$ cat src/rtl/arb_pkg.sv
// -----------------------------------------------------------------------------
// arb_pkg
// Shared definitions for the cascoded tree arbiter.
//   PRIO_R1 / PRIO_R2         : client indices held in the `last` pointer
//   GNT_NONE / GNT_1 / GNT_2  : 2-bit grant encoding {grant2, grant1}
//   grant_for()               : maps a client index to its grant code
// -----------------------------------------------------------------------------
package arb_pkg;

   localparam logic PRIO_R1 = 1'b0;
   localparam logic PRIO_R2 = 1'b1;

   localparam logic [1:0] GNT_NONE = 2'b00;
   localparam logic [1:0] GNT_1    = 2'b01;
   localparam logic [1:0] GNT_2    = 2'b10;

   // Grant code for the client identified by prio.
   function automatic logic [1:0] grant_for(input logic prio);
      return (prio == PRIO_R2) ? GNT_2 : GNT_1;
   endfunction

endpackage : arb_pkg

$ cat src/rtl/arb_node2.sv
// -----------------------------------------------------------------------------
// arb_node2
// Two-input round-robin arbitration node with a registered one-hot-or-zero
// grant. The holder keeps the grant for as long as it requests; under
// contention the client that was not granted most recently wins.
//   clk, rst      : clock, asynchronous active-high reset
//   req1, req2    : level requests from the two children
//   gnt_down      : permission from the parent node (1 = may grant)
//   req_up        : OR of the child requests, presented to the parent
//   gnt1, gnt2    : registered grants to the children
// -----------------------------------------------------------------------------
module arb_node2
   import arb_pkg::*;
#(
   parameter int unsigned INIT_PRIO = 0
) (
   input  logic clk,
   input  logic rst,
   input  logic req1,
   input  logic req2,
   input  logic gnt_down,
   output logic req_up,
   output logic gnt1,
   output logic gnt2
);

   // `last` starts on the opposite client so the first contention favours
   // INIT_PRIO.
   localparam logic LAST_RST = (INIT_PRIO == 0) ? PRIO_R2 : PRIO_R1;

   logic [1:0] gnt_r;
   logic [1:0] gnt_next_s;
   logic       last_r;
   logic       last_next_s;

   assign req_up = req1 | req2;
   assign gnt1   = gnt_r[0];
   assign gnt2   = gnt_r[1];

   // Next grant and priority pointer, first matching rule wins.
   always_comb begin
      gnt_next_s  = GNT_NONE;
      last_next_s = last_r;
      if (gnt_down == 1'b0) begin
         gnt_next_s = GNT_NONE;
      end else if ((gnt_r == GNT_1) && req1) begin
         gnt_next_s = gnt_r;
      end else if ((gnt_r == GNT_2) && req2) begin
         gnt_next_s = gnt_r;
      end else begin
         // Holder gone (or idle): a waiting client takes over on this same
         // edge, so a handover has no idle cycle.
         case ({req2, req1})
            2'b01:   gnt_next_s = GNT_1;
            2'b10:   gnt_next_s = GNT_2;
            2'b11:   gnt_next_s = grant_for(~last_r);
            default: gnt_next_s = GNT_NONE;
         endcase
      end
      // The pointer moves only when a grant is newly issued, not while held.
      if ((gnt_next_s != GNT_NONE) && (gnt_next_s != gnt_r)) begin
         last_next_s = (gnt_next_s == GNT_2) ? PRIO_R2 : PRIO_R1;
      end else begin
         last_next_s = last_r;
      end
   end

   // Grant register and priority pointer.
   always_ff @(posedge clk or posedge rst) begin
      if (rst) begin
         gnt_r  <= GNT_NONE;
         last_r <= LAST_RST;
      end else begin
         gnt_r  <= gnt_next_s;
         last_r <= last_next_s;
      end
   end

endmodule : arb_node2

$ cat src/rtl/cascoded_tree_arbiter.sv
// -----------------------------------------------------------------------------
// cascoded_tree_arbiter
// Two-client mutual-exclusion arbiter built from a single root arb_node2.
//   INIT_PRIO : client favoured on the first contention (0 = R1, 1 = R2)
//   clk, rst  : clock, asynchronous active-high reset
//   R1, R2    : level requests from client 1 / client 2
//   A1, A2    : registered grants, never both high
// -----------------------------------------------------------------------------
module cascoded_tree_arbiter
   import arb_pkg::*;
#(
   parameter int unsigned INIT_PRIO = 0
) (
   input  logic clk,
   input  logic rst,
   input  logic R1,
   input  logic R2,
   output logic A1,
   output logic A2
);

   // The root has no parent: its permission is tied high and its request
   // summary has no consumer.
   arb_node2 #(
      .INIT_PRIO (INIT_PRIO)
   ) u_root (
      .clk      (clk),
      .rst      (rst),
      .req1     (R1),
      .req2     (R2),
      .gnt_down (1'b1),
      .req_up   (),
      .gnt1     (A1),
      .gnt2     (A2)
   );

endmodule : cascoded_tree_arbiter

$ cat config.mk
export PLATFORM = sky130hd
export DESIGN_NAME = cascoded_tree_arbiter
export DESIGN_NICKNAME = d
export VERILOG_FILES = /design/src/rtl/arb_pkg.sv /design/src/rtl/arb_node2.sv /design/src/rtl/cascoded_tree_arbiter.sv
export SDC_FILE = /design/constraint.sdc
export NUM_CORES = 1
export LEC_CHECK = 0
export ABC_AREA = 0
export CAP_MARGIN = 5
export CORE_AREA = 2 2 39 41
export CTS_BUF_LIST = sky130_fd_sc_hd__clkbuf_8
export DETAILED_ROUTE_END_ITERATION = 6
export DIE_AREA = 0 0 41 43
export DONT_BUFFER_PORTS = 1
export PLACE_DENSITY = 0.32
export SLEW_MARGIN = 5
export SYNTH_ARGS = -nofsm -noshare
export SYNTH_HDL_FRONTEND = slang
export SYNTH_SLANG_ARGS = --single-unit
$ cat constraint.sdc
create_clock -name clk -period 1.2 [get_ports clk]
set_clock_uncertainty 0.2 [all_clocks]
set_input_delay 0.24 -clock clk [delete_from_list [all_inputs] [get_ports clk]]
set_output_delay 0.24 -clock clk [all_outputs]
set_load 0.05 [all_outputs]
Word level (Yosys, flattened, before mapping). Cells that the tools add are included.

Output and inout bits: 2. Input port bits: 4. Register bits: 3. Word-level logic and storage cells: 18.

Mux-type cells: 5. Reductions and logical operators: 4. Eq/ne operators: 7.

Operators with widths (number): 2-bit equality test, second input constant (4); 2-bit two-way mux (3); 2-bit one-hot mux with 3 select lines (1); 2-bit by 1-bit equality test with 1-bit output, second input constant (2); 1-bit logical AND (3); 2-bit inequality test (1); 2-bit nonzero test (1); 1-bit two-way mux (1).

Logic depth before layout (Yosys ltp).
Word-level depth: 6. Depth in mapped cells: 3. Depth with buffers taken out: 3.

Hierarchy. From an unflattened synthesis, not the netlist that was laid out.

Cell total of the unflattened synthesis: 18. Area, all modules: 181.4 µm².

Modules (own cells, without submodules): arb_node2 (instances 1, area each 177.7 µm², cells each 17, seq. area each 76.3 µm²); cascoded_tree_arbiter (instances 1, area each 3.8 µm², cells each 1, seq. area each 0.0 µm²).

Least setup slack after synthesis. Ideal clock, no wire load.

Path type: register to register. From: register u_root.gnt_r[1]. To: register u_root.last_r. Path buffers: 0. Path slack: -0.285 ns. Period minus slack after synthesis: 1.485 ns. Required time: 0.919 ns. Arrival time: 1.204 ns. Stages on the path, launching flop included: 4. Path through: dfrtp_1 -> nand2b_4 -> o22ai_1 -> a211oi_2.

Word-level cells in the longest chain between the ends: 6. Elaborated cells on any way between the ends: 11. Those cells by class: 4 x eq/ne; 3 x mux; 4 x reduce/logical.

Ends and longest elaborated chain: from (decl) (line arb_node2.sv:31) `logic [1:0] gnt_r;`; from (signal assigned) (line arb_node2.sv:74) `gnt_r <= gnt_next_s;`; 2-bit equality test (line arb_node2.sv:48) `end else if ((gnt_r == GNT_2) && req2) begin`; 1-bit logical AND (line arb_node2.sv:48); 2-bit two-way mux (line arb_node2.sv:48); 2-bit two-way mux (line arb_node2.sv:46) `end else if ((gnt_r == GNT_1) && req1) begin`; 2-bit equality test, or another cell as far along (line arb_node2.sv:62) `last_next_s = (gnt_next_s == GNT_2) ? PRIO_R2 : PRIO_R1;`; 1-bit two-way mux or 1-bit logical AND (tied branches) (line arb_node2.sv:62, arb_node2.sv:61); to (signal assigned) (line arb_node2.sv:75) `last_r <= last_next_s;`; to (decl) (line arb_node2.sv:33) `logic last_r;`.

Several ways; a longest one is shown, not always the timed one. A chain may end at the register's enable or synchronous reset.

Worst setup path after layout.
From: register u_root.gnt_r[0]. To: output A1.

RTL lines: to (decl) (line cascoded_tree_arbiter.sv:18) `output logic A1,`.

No word-level cell between the ends.

==> metrics.log <==
[metrics] ANT nets after route: 0
[metrics] nature of the critical path endpoint: output port
[metrics] Net Switching: 0.181 mW
[metrics] Routability Congestion: 0.585
[metrics] count of standard-cell rows: 14
[metrics] cell area after technology mapping: 174 um^2
[metrics] sequential group share of total power: 0.254
[metrics] Bufs on Longest Clock Path: 2
[metrics] xor and xnor fraction of the mapped netlist area: 0
[metrics] final period demand of the worst path: 1.33 ns
[metrics] worst setup path class: reg2out
[metrics] DR vias: 157
[metrics] clock latency of the later-clocked register in the worst-skew pair: 0.22 ns
[metrics] final core utilization: 0.247
[metrics] drt initial violations: 0
[metrics] starting density of the core: 0.126
[metrics] clock buffers created by TritonCTS: 3
[metrics] peak fanout along the critical path: 3
[metrics] failing checks: setup timing
[metrics] power density over cell area: 1850 nW/um^2
[metrics] syn_area_per_cell: 12.4 um^2
[metrics] Synth Warn #: 0
[metrics] Max rail drop VDD: 0.000674 V
[metrics] post-synthesis share of cell area spent on and, or, nand and nor gates: 0.223
[metrics] sum of negative setup slack: -0.167 ns
[metrics] Max Slew Vio Count: 0
[metrics] Slew headroom: 0.874
[metrics] kind of path behind the tightest hold check: in2reg
[metrics] final number of setup-violating endpoints: 4
[metrics] Leak: 0.161 nW
[metrics] y dimension of the die: 43 um
[metrics] transition time at the pin with the least slew margin: 0.188 ns
[metrics] synth-to-layout area growth: 96.4%
[metrics] largest net degree at the start of global routing: 5
[metrics] endpoint required time on the critical path: 0.76 ns
[metrics] via count of the first global-routing pass: 181
[metrics] Post-Layout Inst Area: 342 um^2
[metrics] Post-Route WL: 412 um
[metrics] remaining routing DRC violations: 0
[metrics] Remaining Overflow, GRT: 0
[metrics] count of H-tree levels built during CTS: 1
[metrics] register clock-pin slew on the reported worst setup and hold paths: 0.03 ns
[metrics] cell area reported after detailed placement: 219 um^2
[metrics] Die X-Extent: 41 um
[metrics] part of the Yosys area used for sequential elements: 0.439
[metrics] Post-Synth Adder-Cell Area: 0
[metrics] main combinational cell family by area after synthesis: compound AO/OA/AOI/OAI gates
[metrics] Syn Inst Count: 14
[metrics] Fin. Hold Viols: 0
[metrics] startpoint type of the worst setup path: flop
[metrics] Wirelength per Cell: 9.81 um
[metrics] total of max-cap violations: 0
[metrics] sw frac: 0.285
[metrics] data arrival time at the worst-slack endpoint: 0.89 ns
[metrics] Core Footprint: 1380 um^2
[metrics] clock tree from TritonCTS: done
[metrics] global-route wire length before repair: 662 um
[metrics] Clock Sink Count: 3
[metrics] GRT Overall Usage: 0.0663
[metrics] I/O pin total: 6
[metrics] RSZ-0062 raised after global routing: true
[metrics] initial antenna violation count: 0
[metrics] die area: 1760 um^2
[metrics] detail-routed via count per cell: 3.74
[metrics] multiplexer share of the synthesized area: 0
[metrics] Yosys reg bits: 3
[metrics] area fraction in compound gates after synthesis: 0.295
[metrics] Power Internal: 0.453 mW
[metrics] final worst setup slack: -0.128 ns
[metrics] root cell of the clock tree: clkbuf_8
[metrics] number of detailed-routing iterations run before antenna repair: 1
[metrics] maximum achievable frequency: 753 MHz
[metrics] share of power burned in the clock network: 0.448
[metrics] # nets final: 31
[metrics] distinct cell type count of the synthesized netlist: 11
[metrics] Net Count, Synth: 18
[metrics] result of the run: finished with violations
[metrics] share of power burned in combinational logic: 0.297
[metrics] share of cells above drive strength 1: 0.692
[metrics] Inserted Diodes: 0
[metrics] share of the cycle needed by the critical path after routing: 1.11
[metrics] # port buffers: 0
==> cell usage in the layout (no fill, tap or decap), drive strengths merged <==
| master | instances |
|---|---|
| buf | 5 |
| inv | 3 |
| clkbuf | 3 |
| nand2b | 2 |
| a21oi | 2 |
| dlygate4sd3 | 2 |
| dfrtp | 2 |
| o22ai | 1 |
| and4 | 1 |
| a211oi | 1 |
| a21boi | 1 |
| o21a | 1 |
| dlymetal6s4s | 1 |
| dfstp | 1 |
==> cells in the mapped netlist <==
cell type	number	area share
dfrtp_1	2	0.29
inv_1	2	0.043
nand2b_4	2	0.16
a211oi_2	1	0.072
a21boi_2	1	0.065
a21oi_1	1	0.029
a21oi_2	1	0.050
and4_4	1	0.065
dfstp_2	1	0.15
o21a_1	1	0.043
o22ai_1	1	0.036
==> worst paths after layout <==
path | slack [ns] | cells after the start | start | endpoint
setup / recovery | -0.13 | 2 | u_root.gnt_r[0] | A1
hold / removal | 0.08 | 2 | R1 | u_root.last_r
setup reg to reg | -0.01 | 3 | u_root.gnt_r[0] | u_root.last_r
hold reg to reg | 0.37 | 2 | u_root.last_r | u_root.last_r
max in group asynchronous | 0.46 | 2 | rst | u_root.last_r
min in group asynchronous | 0.13 | 2 | rst | u_root.gnt_r[0]
==> critical path: stages, from the launching register on <==
cell,delay (ns)
dfrtp_2,0.41
buf_6,0.12
buf_8,0.14
==> sequential cells by signal (all words and copies together), names as in the netlist <==
name	cells
u_root.gnt_r	2
u_root.last_r	1
==> logic make-up (layout without fill, tap and decap cells) <==
family	count (synthesis)	in the layout
compound gates	6	6
flops	3	3
simple gates	3	3
buf+inv	2	14
==> stage by stage <==
stage | total power [mW] | hold slack, ns | worst slack, ns | cells
after floorplan | 0.257 | -0.207 | -0.124 | 14
after global placement | 0.291 | -0.202 | -0.0188 | 33
after detailed placement | 0.294 | -0.197 | -0.0257 | 33
after CTS | 0.627 | 0.0703 | -0.135 | 42
after global routing | 0.673 | 0.0735 | -0.148 | 42
final | 0.633 | 0.0775 | -0.128 | 42
==> cell type report <==
class	count	area, um^2
fillers	143	1040
well taps	16	20.0
inverters	2	7.51
repair buffers	8	88.8
clock inverters	1	3.75
multi-input cells	9	101
flip-flops and latches	3	78.8
clock buffers	3	41.3
==> routing by layer <==
metal	vias up	part of all wire	GRT usage
met3	2	0.083	0.0314
met2	8	0.41	0.0719
met5	-	0	0
met4	0	0.034	0.100
met1	73	0.47	0.0710
li1	74	-	-
==> power groups by stage <==
stage / Clock, mW / Sequential, mW / Combinational (mW)
floorplan: 0 / 0.186 / 0.0706
global placement: 0 / 0.160 / 0.132
detailed placement: 0 / 0.161 / 0.133
CTS: 0.297 / 0.157 / 0.174
global route: 0.311 / 0.164 / 0.198
finish: 0.284 / 0.161 / 0.188
==> timing repair <==
action | CTS | global route
pin swaps | 2 | 1
hold endpoints to repair | 6 | 0
hold buffers | 3 | 0
gates resized for setup | 4 | 4
endpoints found under the setup margin | 4 | 5
setup buffers | 2 | 0
Power figures use the tool's default switching activity.
